$ cat src/rtl/hazard_stall_ctrl_if.sv
// Control bundle between the pipeline datapath and the hazard/stall controller.
// The controller is the slave: it observes ID/EX/MEM status and drives the
// pipeline-register enables, bubble/flush controls and performance counters.
interface hazard_stall_ctrl_if #(
   parameter int CNT_W = 16
);
   logic [4:0]       ID_RS1addr_i;
   logic [4:0]       ID_RS2addr_i;
   logic             ID_UsesRS2_i;
   logic             ID_EX_MemRead_i;
   logic [4:0]       ID_EX_RDaddr_i;
   logic             EX_MEM_MemAccess_i;
   logic             mem_ready_i;
   logic             Branch_taken_i;
   logic             PC_write_o;
   logic             IF_ID_write_o;
   logic             IF_ID_flush_o;
   logic             ID_EX_bubble_o;
   logic             pipe_freeze_o;
   logic             mem_timeout_o;
   logic [CNT_W-1:0] stall_cnt_o;
   logic [CNT_W-1:0] flush_cnt_o;

   modport master (
      output ID_RS1addr_i, ID_RS2addr_i, ID_UsesRS2_i, ID_EX_MemRead_i,
             ID_EX_RDaddr_i, EX_MEM_MemAccess_i, mem_ready_i, Branch_taken_i,
      input  PC_write_o, IF_ID_write_o, IF_ID_flush_o, ID_EX_bubble_o,
             pipe_freeze_o, mem_timeout_o, stall_cnt_o, flush_cnt_o
   );

   modport slave (
      input  ID_RS1addr_i, ID_RS2addr_i, ID_UsesRS2_i, ID_EX_MemRead_i,
             ID_EX_RDaddr_i, EX_MEM_MemAccess_i, mem_ready_i, Branch_taken_i,
      output PC_write_o, IF_ID_write_o, IF_ID_flush_o, ID_EX_bubble_o,
             pipe_freeze_o, mem_timeout_o, stall_cnt_o, flush_cnt_o
   );
endinterface

$ cat src/rtl/hazard_stall_ctrl.sv
// Pipeline hazard controller: load-use stalls, data-memory freezes and
// taken-branch flushes, plus saturating stall/flush event counters and a
// sticky memory-wait timeout flag.
module hazard_stall_ctrl #(
   parameter int CNT_W    = 16,
   parameter int MAX_WAIT = 64
) (
   input logic                clk_i,
   input logic                rst_i,
   hazard_stall_ctrl_if.slave bus
);
   localparam int WAIT_W = $clog2(MAX_WAIT) + 1;

   typedef enum logic {
      RUN,
      MEMWAIT
   } state_t;

   state_t           state_q, state_d;
   logic [WAIT_W-1:0] wait_q, wait_d;
   logic             timeout_q, timeout_d;
   logic [CNT_W-1:0] stall_q, stall_d;
   logic [CNT_W-1:0] flush_q, flush_d;
   logic             load_use;
   logic             memwait;
   logic [WAIT_W-1:0] wait_inc;

   // Hazard detection: load in EX feeding a source register of ID, and an
   // outstanding data-memory access in MEM.
   always_comb begin
      load_use = bus.ID_EX_MemRead_i && (bus.ID_EX_RDaddr_i != 5'd0) &&
                 ((bus.ID_EX_RDaddr_i == bus.ID_RS1addr_i) ||
                  (bus.ID_UsesRS2_i && (bus.ID_EX_RDaddr_i == bus.ID_RS2addr_i)));
      memwait  = bus.EX_MEM_MemAccess_i && !bus.mem_ready_i;
      wait_inc = (wait_q == {WAIT_W{1'b1}}) ? wait_q : wait_q + 1'b1;
   end

   // Next-state and control outputs; a freeze outranks a load-use stall,
   // which outranks a branch flush, so a flush never lands on a held cycle.
   always_comb begin
      // NOTE: every output and next-state value gets a default first so no
      // path through the branches below can infer a latch.
      bus.PC_write_o     = 1'b1;
      bus.IF_ID_write_o  = 1'b1;
      bus.IF_ID_flush_o  = 1'b0;
      bus.ID_EX_bubble_o = 1'b0;
      bus.pipe_freeze_o  = 1'b0;
      state_d            = state_q;
      wait_d             = wait_q;
      timeout_d          = timeout_q;

      if (!rst_i) begin
         bus.PC_write_o    = 1'b0;
         bus.IF_ID_write_o = 1'b0;
         bus.pipe_freeze_o = 1'b1;
      end else begin
         unique case (state_q)
            RUN: begin
               if (memwait) begin
                  bus.PC_write_o    = 1'b0;
                  bus.IF_ID_write_o = 1'b0;
                  bus.pipe_freeze_o = 1'b1;
                  state_d           = MEMWAIT;
               end else if (load_use) begin
                  bus.PC_write_o     = 1'b0;
                  bus.IF_ID_write_o  = 1'b0;
                  bus.ID_EX_bubble_o = 1'b1;
               end else if (bus.Branch_taken_i) begin
                  bus.IF_ID_flush_o = 1'b1;
               end
            end
            MEMWAIT: begin
               // The ready cycle is still frozen; ID is re-evaluated next cycle.
               bus.PC_write_o    = 1'b0;
               bus.IF_ID_write_o = 1'b0;
               bus.pipe_freeze_o = 1'b1;
               if (bus.mem_ready_i) begin
                  state_d = RUN;
                  wait_d  = '0;
               end else begin
                  wait_d = wait_inc;
                  if (wait_inc >= WAIT_W'(MAX_WAIT)) timeout_d = 1'b1;
               end
            end
            default: state_d = RUN;
         endcase
      end
   end

   // Saturating event counters, driven from this cycle's control outputs.
   always_comb begin
      stall_d = stall_q;
      flush_d = flush_q;
      if (!bus.PC_write_o && (stall_q != {CNT_W{1'b1}})) stall_d = stall_q + 1'b1;
      if (bus.IF_ID_flush_o && (flush_q != {CNT_W{1'b1}})) flush_d = flush_q + 1'b1;
   end

   // State register with synchronous active-low reset.
   always_ff @(posedge clk_i) begin
      // NOTE: sequential state uses non-blocking assignments so every register
      // samples the pre-edge values of the others.
      if (!rst_i) begin
         state_q   <= RUN;
         wait_q    <= '0;
         timeout_q <= 1'b0;
         stall_q   <= '0;
         flush_q   <= '0;
      end else begin
         state_q   <= state_d;
         wait_q    <= wait_d;
         timeout_q <= timeout_d;
         stall_q   <= stall_d;
         flush_q   <= flush_d;
      end
   end

   assign bus.mem_timeout_o = timeout_q;
   assign bus.stall_cnt_o   = stall_q;
   assign bus.flush_cnt_o   = flush_q;
endmodule

$ cat src/flat_wrapper.sv
// flat-port wrapper written by rule: the top's interface ports become plain ports
module hazard_stall_ctrl_flat 
#(
   parameter int CNT_W    = 16,
   parameter int MAX_WAIT = 64
)
  (clk_i, rst_i, bus_ID_RS1addr_i, bus_ID_RS2addr_i, bus_ID_UsesRS2_i, bus_ID_EX_MemRead_i, bus_ID_EX_RDaddr_i, bus_EX_MEM_MemAccess_i, bus_mem_ready_i, bus_Branch_taken_i, bus_PC_write_o, bus_IF_ID_write_o, bus_IF_ID_flush_o, bus_ID_EX_bubble_o, bus_pipe_freeze_o, bus_mem_timeout_o, bus_stall_cnt_o, bus_flush_cnt_o);
  hazard_stall_ctrl_if #(.CNT_W(CNT_W)) bus_i ();
  input logic clk_i;
  input logic rst_i;
  input wire logic [$bits(bus_i.ID_RS1addr_i)-1:0] bus_ID_RS1addr_i;
  input wire logic [$bits(bus_i.ID_RS2addr_i)-1:0] bus_ID_RS2addr_i;
  input wire logic [$bits(bus_i.ID_UsesRS2_i)-1:0] bus_ID_UsesRS2_i;
  input wire logic [$bits(bus_i.ID_EX_MemRead_i)-1:0] bus_ID_EX_MemRead_i;
  input wire logic [$bits(bus_i.ID_EX_RDaddr_i)-1:0] bus_ID_EX_RDaddr_i;
  input wire logic [$bits(bus_i.EX_MEM_MemAccess_i)-1:0] bus_EX_MEM_MemAccess_i;
  input wire logic [$bits(bus_i.mem_ready_i)-1:0] bus_mem_ready_i;
  input wire logic [$bits(bus_i.Branch_taken_i)-1:0] bus_Branch_taken_i;
  output wire logic [$bits(bus_i.PC_write_o)-1:0] bus_PC_write_o;
  output wire logic [$bits(bus_i.IF_ID_write_o)-1:0] bus_IF_ID_write_o;
  output wire logic [$bits(bus_i.IF_ID_flush_o)-1:0] bus_IF_ID_flush_o;
  output wire logic [$bits(bus_i.ID_EX_bubble_o)-1:0] bus_ID_EX_bubble_o;
  output wire logic [$bits(bus_i.pipe_freeze_o)-1:0] bus_pipe_freeze_o;
  output wire logic [$bits(bus_i.mem_timeout_o)-1:0] bus_mem_timeout_o;
  output wire logic [$bits(bus_i.stall_cnt_o)-1:0] bus_stall_cnt_o;
  output wire logic [$bits(bus_i.flush_cnt_o)-1:0] bus_flush_cnt_o;
  assign bus_i.ID_RS1addr_i = bus_ID_RS1addr_i;
  assign bus_i.ID_RS2addr_i = bus_ID_RS2addr_i;
  assign bus_i.ID_UsesRS2_i = bus_ID_UsesRS2_i;
  assign bus_i.ID_EX_MemRead_i = bus_ID_EX_MemRead_i;
  assign bus_i.ID_EX_RDaddr_i = bus_ID_EX_RDaddr_i;
  assign bus_i.EX_MEM_MemAccess_i = bus_EX_MEM_MemAccess_i;
  assign bus_i.mem_ready_i = bus_mem_ready_i;
  assign bus_i.Branch_taken_i = bus_Branch_taken_i;
  assign bus_PC_write_o = bus_i.PC_write_o;
  assign bus_IF_ID_write_o = bus_i.IF_ID_write_o;
  assign bus_IF_ID_flush_o = bus_i.IF_ID_flush_o;
  assign bus_ID_EX_bubble_o = bus_i.ID_EX_bubble_o;
  assign bus_pipe_freeze_o = bus_i.pipe_freeze_o;
  assign bus_mem_timeout_o = bus_i.mem_timeout_o;
  assign bus_stall_cnt_o = bus_i.stall_cnt_o;
  assign bus_flush_cnt_o = bus_i.flush_cnt_o;
  hazard_stall_ctrl #(.CNT_W(CNT_W), .MAX_WAIT(MAX_WAIT)) u_core (.clk_i(clk_i), .rst_i(rst_i), .bus(bus_i));
endmodule
$ cat config.mk
export PLATFORM = sky130hd
export DESIGN_NAME = hazard_stall_ctrl_flat
export DESIGN_NICKNAME = d
export VERILOG_FILES = /design/src/rtl/hazard_stall_ctrl_if.sv /design/src/rtl/hazard_stall_ctrl.sv /design/src/flat_wrapper.sv
export SDC_FILE = /design/constraint.sdc
export NUM_CORES = 1
export LEC_CHECK = 0
export BUFFER_PORTS_ARGS = -buffer_cell sky130_fd_sc_hd__buf_4
export CORE_UTILIZATION = 52
export CTS_CLUSTER_SIZE = 25
export DETAILED_ROUTE_END_ITERATION = 7
export PLACE_DENSITY_LB_ADDON = 0.15
export SLEW_MARGIN = 20
export SYNTH_ARGS = -nofsm -noshare
export SYNTH_HDL_FRONTEND = slang
export SYNTH_SLANG_ARGS = --single-unit
$ cat constraint.sdc
create_clock -name clk_i -period 2.25 [get_ports clk_i]
set_input_delay 0.45 -clock clk_i [delete_from_list [all_inputs] [get_ports clk_i]]
set_output_delay 0.45 -clock clk_i [all_outputs]
set_load 0.02 [all_outputs]
Yosys cells after proc, flatten, opt, wreduce, memory -nomap -nowiden
Cells that the tools add are included.

storage, ports and cells
  bits in registers = 41
  input port bits = 22
  output and inout port bits = 38
  logic and storage cells = 47

operators by class
  add/sub/neg operators = 3
  order comparisons = 1
  eq/ne operators = 5
  muxes and demuxes = 20
  bitwise operators = 2
  reductions and logical operators = 11

operators by type and width
  cell                   number
  $add 16x1->16 const B  2
  $ne 16x16->1 const B   2
  $mux 1                 15
  $mux 7                 2
  $eq 5x5->1             2
  $add 7x1->7 const B    1
  $eq 7x7->1 const B     1
  $ge 7x7->1 const B     1
  $logic_and 1x1->1      6
  $pmux 1 s2             3
  $reduce_bool 5->1      1
  $reduce_and 3->1       1
  $logic_not 1->1        2
  $not 1->1              2
  $logic_or 1x1->1       1

Logic depth before layout (Yosys ltp)
  depth in word-level cells = 10
  mapped depth = 10
  mapped depth without buffers = 7

Worst setup path before layout
Ideal clock, no wire load.

  path type = input port to output port
  start point = input port bus_ID_EX_RDaddr_i[0]
  end point = output port bus_IF_ID_flush_o
  arrival time = 1.863 ns
  data required time = 1.800 ns
  setup slack = -0.063 ns
  stages on the path = 5
  buffers on the path = 0
  path through = or4_1 o21a_2 a21o_1 inv_1 and2_1

between the ends
  longest elaborated chain between the ends = 8
  elaborated cells on any way between the ends = 11
  those cells by class = 2 x eq/ne; 4 x mux; 5 x reduce/logical

ends and longest elaborated chain
  item                   RTL line                 text
  start, declared        flat_wrapper.sv:15       input wire logic [$bits(bus_i.ID_EX_RDaddr_i)-1:0] bus_ID_EX_RDaddr_i;
  $eq 5x5->1             hazard_stall_ctrl.sv:33  (bus.ID_UsesRS2_i && (bus.ID_EX_RDaddr_i == bus.ID_RS2addr_i)));
  $logic_and 1x1->1      hazard_stall_ctrl.sv:33
  $logic_or 1x1->1       hazard_stall_ctrl.sv:32  ((bus.ID_EX_RDaddr_i == bus.ID_RS1addr_i) ||
  $logic_and 1x1->1 (*)  hazard_stall_ctrl.sv:31  load_use = bus.ID_EX_MemRead_i && (bus.ID_EX_RDaddr_i != 5'd0) &&
  $mux 1 (*)             hazard_stall_ctrl.sv:64  end else if (load_use) begin
  $mux 1 (*)             hazard_stall_ctrl.sv:59  if (memwait) begin
  $mux 1 (*)             hazard_stall_ctrl.sv:57  unique case (state_q)
  $mux 1 (*)             hazard_stall_ctrl.sv:52  if (!rst_i) begin
  end, declared          flat_wrapper.sv:21       output wire logic [$bits(bus_i.IF_ID_flush_o)-1:0] bus_IF_ID_flush_o;

Mark *: on every way between the ends. The rest lies on a longest branch, timed or not.

Worst setup path after layout
Same ends and word-level chain as after synthesis.

==> flow_summary_export.csv <==
group,metric,value,unit
worst_setup_path,crit_arrival,1.78,ns
cells_and_area,n_antenna_cell,0,
placed_design,dp_hpwl,3660,um
pwr,seqPwrFrac,0.519,
logic_synthesis,ys_ff_latch,41,
cells_and_area,stdcell_count,390,
pwr,p_sw_frac,0.263,
logic_synthesis,synthXorXnorAreaFrac,0.0559,
logic_synthesis,synth_compound_area_frac,0.163,
die,start_util,0.544,
clock_network,clock-sinks,41,
logic_synthesis,synth_seq_area_share,0.374,
global_routing,grt_usage,0.257,
die,die_w,66.9,um
worst_setup_path,r2r_cells,8,
clock_network,clockRootBuffer,"clkbuf_8",
sta,fmax,0.449,GHz
logic_synthesis,synthSimpleGateAreaFrac,0.292,
sta,final-setup-viol-count,0,
global_routing,grt_max_degree,26,
logic_synthesis,synth_top_family_by_area,"simple AND/OR/NAND/NOR gates",
global_routing,antenna_found_initial,0,
sta,hold_viol,0,
clock_network,cts-buffers-inserted,5,
routing,firstDrtPassIters,4,
sta,skew,0.00715,ns
placed_design,port_buffers,59,
pwr,p_switching,0.378,mW
sta,slew_headroom,0.641,
hold_path,whs_endpoint,"u_core.state_q",
pwr,p_int,1.06,mW
routing,drt_wl_total,5230,um
hold_path,holdCritStartpoint,"bus_mem_ready_i",
die,ios,60,
logic_synthesis,synth_area_per_cell,8.28,um2
hold_path,worstHoldPathCells,2,
cells_and_area,finish.utilization,0.720,
pwr,combPwrFrac,0.156,
sta,fin_ws,0.0207,ns
routing,drc,0,
pwr,p_leak,1.18,nW
clock_network,clk_pin_slew_worst_paths,0.07,ns
worst_setup_path,reg2reg_to,"u_core.bus.flush_cnt_o[14]",
pwr,clkPwrFrac,0.325,
pwr,p_per_area,496,nW/um2
cells_and_area,nets,364,
global_routing,grt_pass1_wl,8680,um
hold_path,hold_path_class,"in -> reg",
flow_run,cap_violations,0,
die,rows,23,
clock_network,cts_tree,"built",
sta,slew_viol_final,0,
routing,first_iter_violations,126,
routing,post_drt_wl_per_cell,13.4,um
clock_network,clock_path_buffers,2,
logic_synthesis,synthCells,265,
cells_and_area,design_area,2900,um2
logic_synthesis,synth-edff-count,0,
logic_synthesis,synth_warnings,0,
cells_and_area,layout-drive-gt1-share,0.285,
routing,vias_per_cell,5.54,
global_routing,gr-total-overflow,0,
worst_setup_path,worstPathMaxFanout,3,
logic_synthesis,syn_area,2190,um2
routing,via_count,2161,
die,core,4030,um2
clock_network,insertion_delay,0.29,ns
logic_synthesis,synth_ff_type,"dfxtp_1",
sta,rsz0062_at_grt,"yes",
placed_design,place_ws,-0.0764,ns
routing,route.antenna.remaining_nets,0,
worst_setup_path,cp-end-kind,"primary output",
worst_setup_path,critPathKind,"in -> out",
placed_design,placedCellCount,381,
logic_synthesis,ys_types,45,
logic_synthesis,synthesis.nets,290,
cells_and_area,syn2layout_area_growth,32.2,%
die,dieHeight,66.9,um
placed_design,gp_congestion,0.856,
pwr,vdd_drop_max,0.381,mV
worst_setup_path,cp.required,1.80,ns
logic_synthesis,synth_adder_area_share,0.0171,
worst_setup_path,r2r_slack,0.15,ns
logic_synthesis,synthArstFlopShare,0,
clock_network,htree_num_levels,2,
global_routing,first_global_vias,1975,
pwr,finalPower,1.44,mW
sta,tightest_slew,0.534,ns
die,die_area,4480,um2
placed_design,dpl_cell_area,2770,um2
logic_synthesis,synthMuxAreaShare,0.0593,
worst_setup_path,setup.worst_path.start_class,"input port",
status,status,"finished clean",
worst_setup_path,r2r_start,"u_core.bus.flush_cnt_o[0]",
sta,finalCritPeriodShare,0.991,
sta,period_needed,2.23,ns
per-layer routing:
metal | vias up | global-route usage | wire length (um)
li1 | 1101 | - | -
met1 | 1005 | 0.294 | 2270
met2 | 49 | 0.456 | 2660
met3 | 6 | 0.0616 | 223
met4 | 0 | 0.0931 | 79
met5 | - | 0 | 0
power by group through the flow:
stage / Combinational, mW / Sequential [mW] / Clock, mW
detailed placement: 0.213 / 0.764 / 0
floorplan: 0.114 / 0.774 / 0
global route: 0.244 / 0.749 / 0.519
finish: 0.224 / 0.747 / 0.467
CTS: 0.221 / 0.747 / 0.485
global placement: 0.209 / 0.764 / 0
worst max-delay path, stage by stage:
cell and delay, ns:
buf_8 0.10, or4_4 0.53, o21a_4 0.21, a21o_1 0.18
inv_2 0.07, and2_4 0.14, buf_6 0.10
cell type report:
cell class                 instances  area (um2)
clock buffer                       6        72.6
clock inverter                     2        10.0
fill                             347        1130
inverter                           5        18.8
multi-input combinational        209        1310
sequential                        41         821
tap                               50        62.6
timing repair buffer              77         609
through the flow:
stage                     hold WS [ns]  TNS [ns]
after global placement           0.458   -0.0991
after floorplan                  0.449         0
after detailed placement         0.464    -0.265
final                            0.392         0
after global routing             0.392   -0.0196
after CTS                        0.385         0
what timing repair did:
| action | in CTS | in global routing |
|---|---|---|
| resized for setup | 6 | 3 |
| setup buffers | 1 | 0 |
| pin swaps | 3 | 3 |
| hold buffers | 0 | 0 |
| setup endpoints to repair | 3 | 5 |
worst max path at each step:
stage	slack (ns)	to	startpoint
3_3_place_gp	-0.05	bus_IF_ID_flush_o	bus_ID_EX_RDaddr_i[0]
4_1_cts	0.002	bus_IF_ID_flush_o	bus_ID_EX_RDaddr_i[4]
6_report	0.02	bus_IF_ID_flush_o	bus_ID_EX_RDaddr_i[0]
5_1_grt	-0.01	bus_IF_ID_flush_o	bus_ID_EX_RDaddr_i[0]
2_1_floorplan	0.06	bus_IF_ID_flush_o	bus_ID_EX_RDaddr_i[0]
3_5_place_dp	-0.08	bus_IF_ID_flush_o	bus_ID_EX_RDaddr_i[0]
synth_stat cells (4+ instances only):
cell | number | area, um2
clkbuf_1 | 6 | 22.5
nand2_1 | 38 | 143
nor4_1 | 4 | 25.0
nand2b_1 | 9 | 56.3
mux2i_1 | 13 | 130
o21ai_0 | 6 | 30.0
nor2_1 | 17 | 63.8
o31ai_1 | 4 | 30.0
xnor2_1 | 13 | 114
or4_1 | 6 | 45.0
a21oi_1 | 21 | 105
nand4_1 | 6 | 37.5
or3_1 | 8 | 50.1
nor3_1 | 4 | 20.0
nand3_1 | 17 | 85.1
o21ai_1 | 4 | 20.0
and2_1 | 5 | 31.3
dfxtp_1 | 41 | 821
kinds of logic (layout without fill, tap and decap cells):
| group | Yosys count | in the layout |
|---|---|---|
| muxes | 13 | 13 |
| and+or+nand+nor | 125 | 125 |
| adders and majority gates | 3 | 3 |
| buffers and inverters | 15 | 90 |
| xor gates and xnor gates | 14 | 14 |
| DFF | 41 | 41 |
| AOI/OAI and AO/OA | 54 | 54 |
flip-flops by register name, summed over array words and instances, names as in the netlist:
| register | flops |
|---|---|
| u_core.bus.mem_timeout_o | 1 |
| u_core.wait_q | 7 |
| u_core.bus.flush_cnt_o | 16 |
| u_core.state_q | 1 |
| u_core.bus.stall_cnt_o | 16 |
cell usage in the layout (no fill, tap or decap), drive strengths merged, types with 5 or more instances in the layout:
cell	instances
nand2b	9
buf	77
clkbuf	6
or4	6
nor2	17
dfxtp	41
nand4	6
or3	8
nand3	18
and2	5
inv	5
nand2	39
mux2i	13
o21ai	11
xnor2	13
a21oi	21
(Power assumes the default switching activity.)
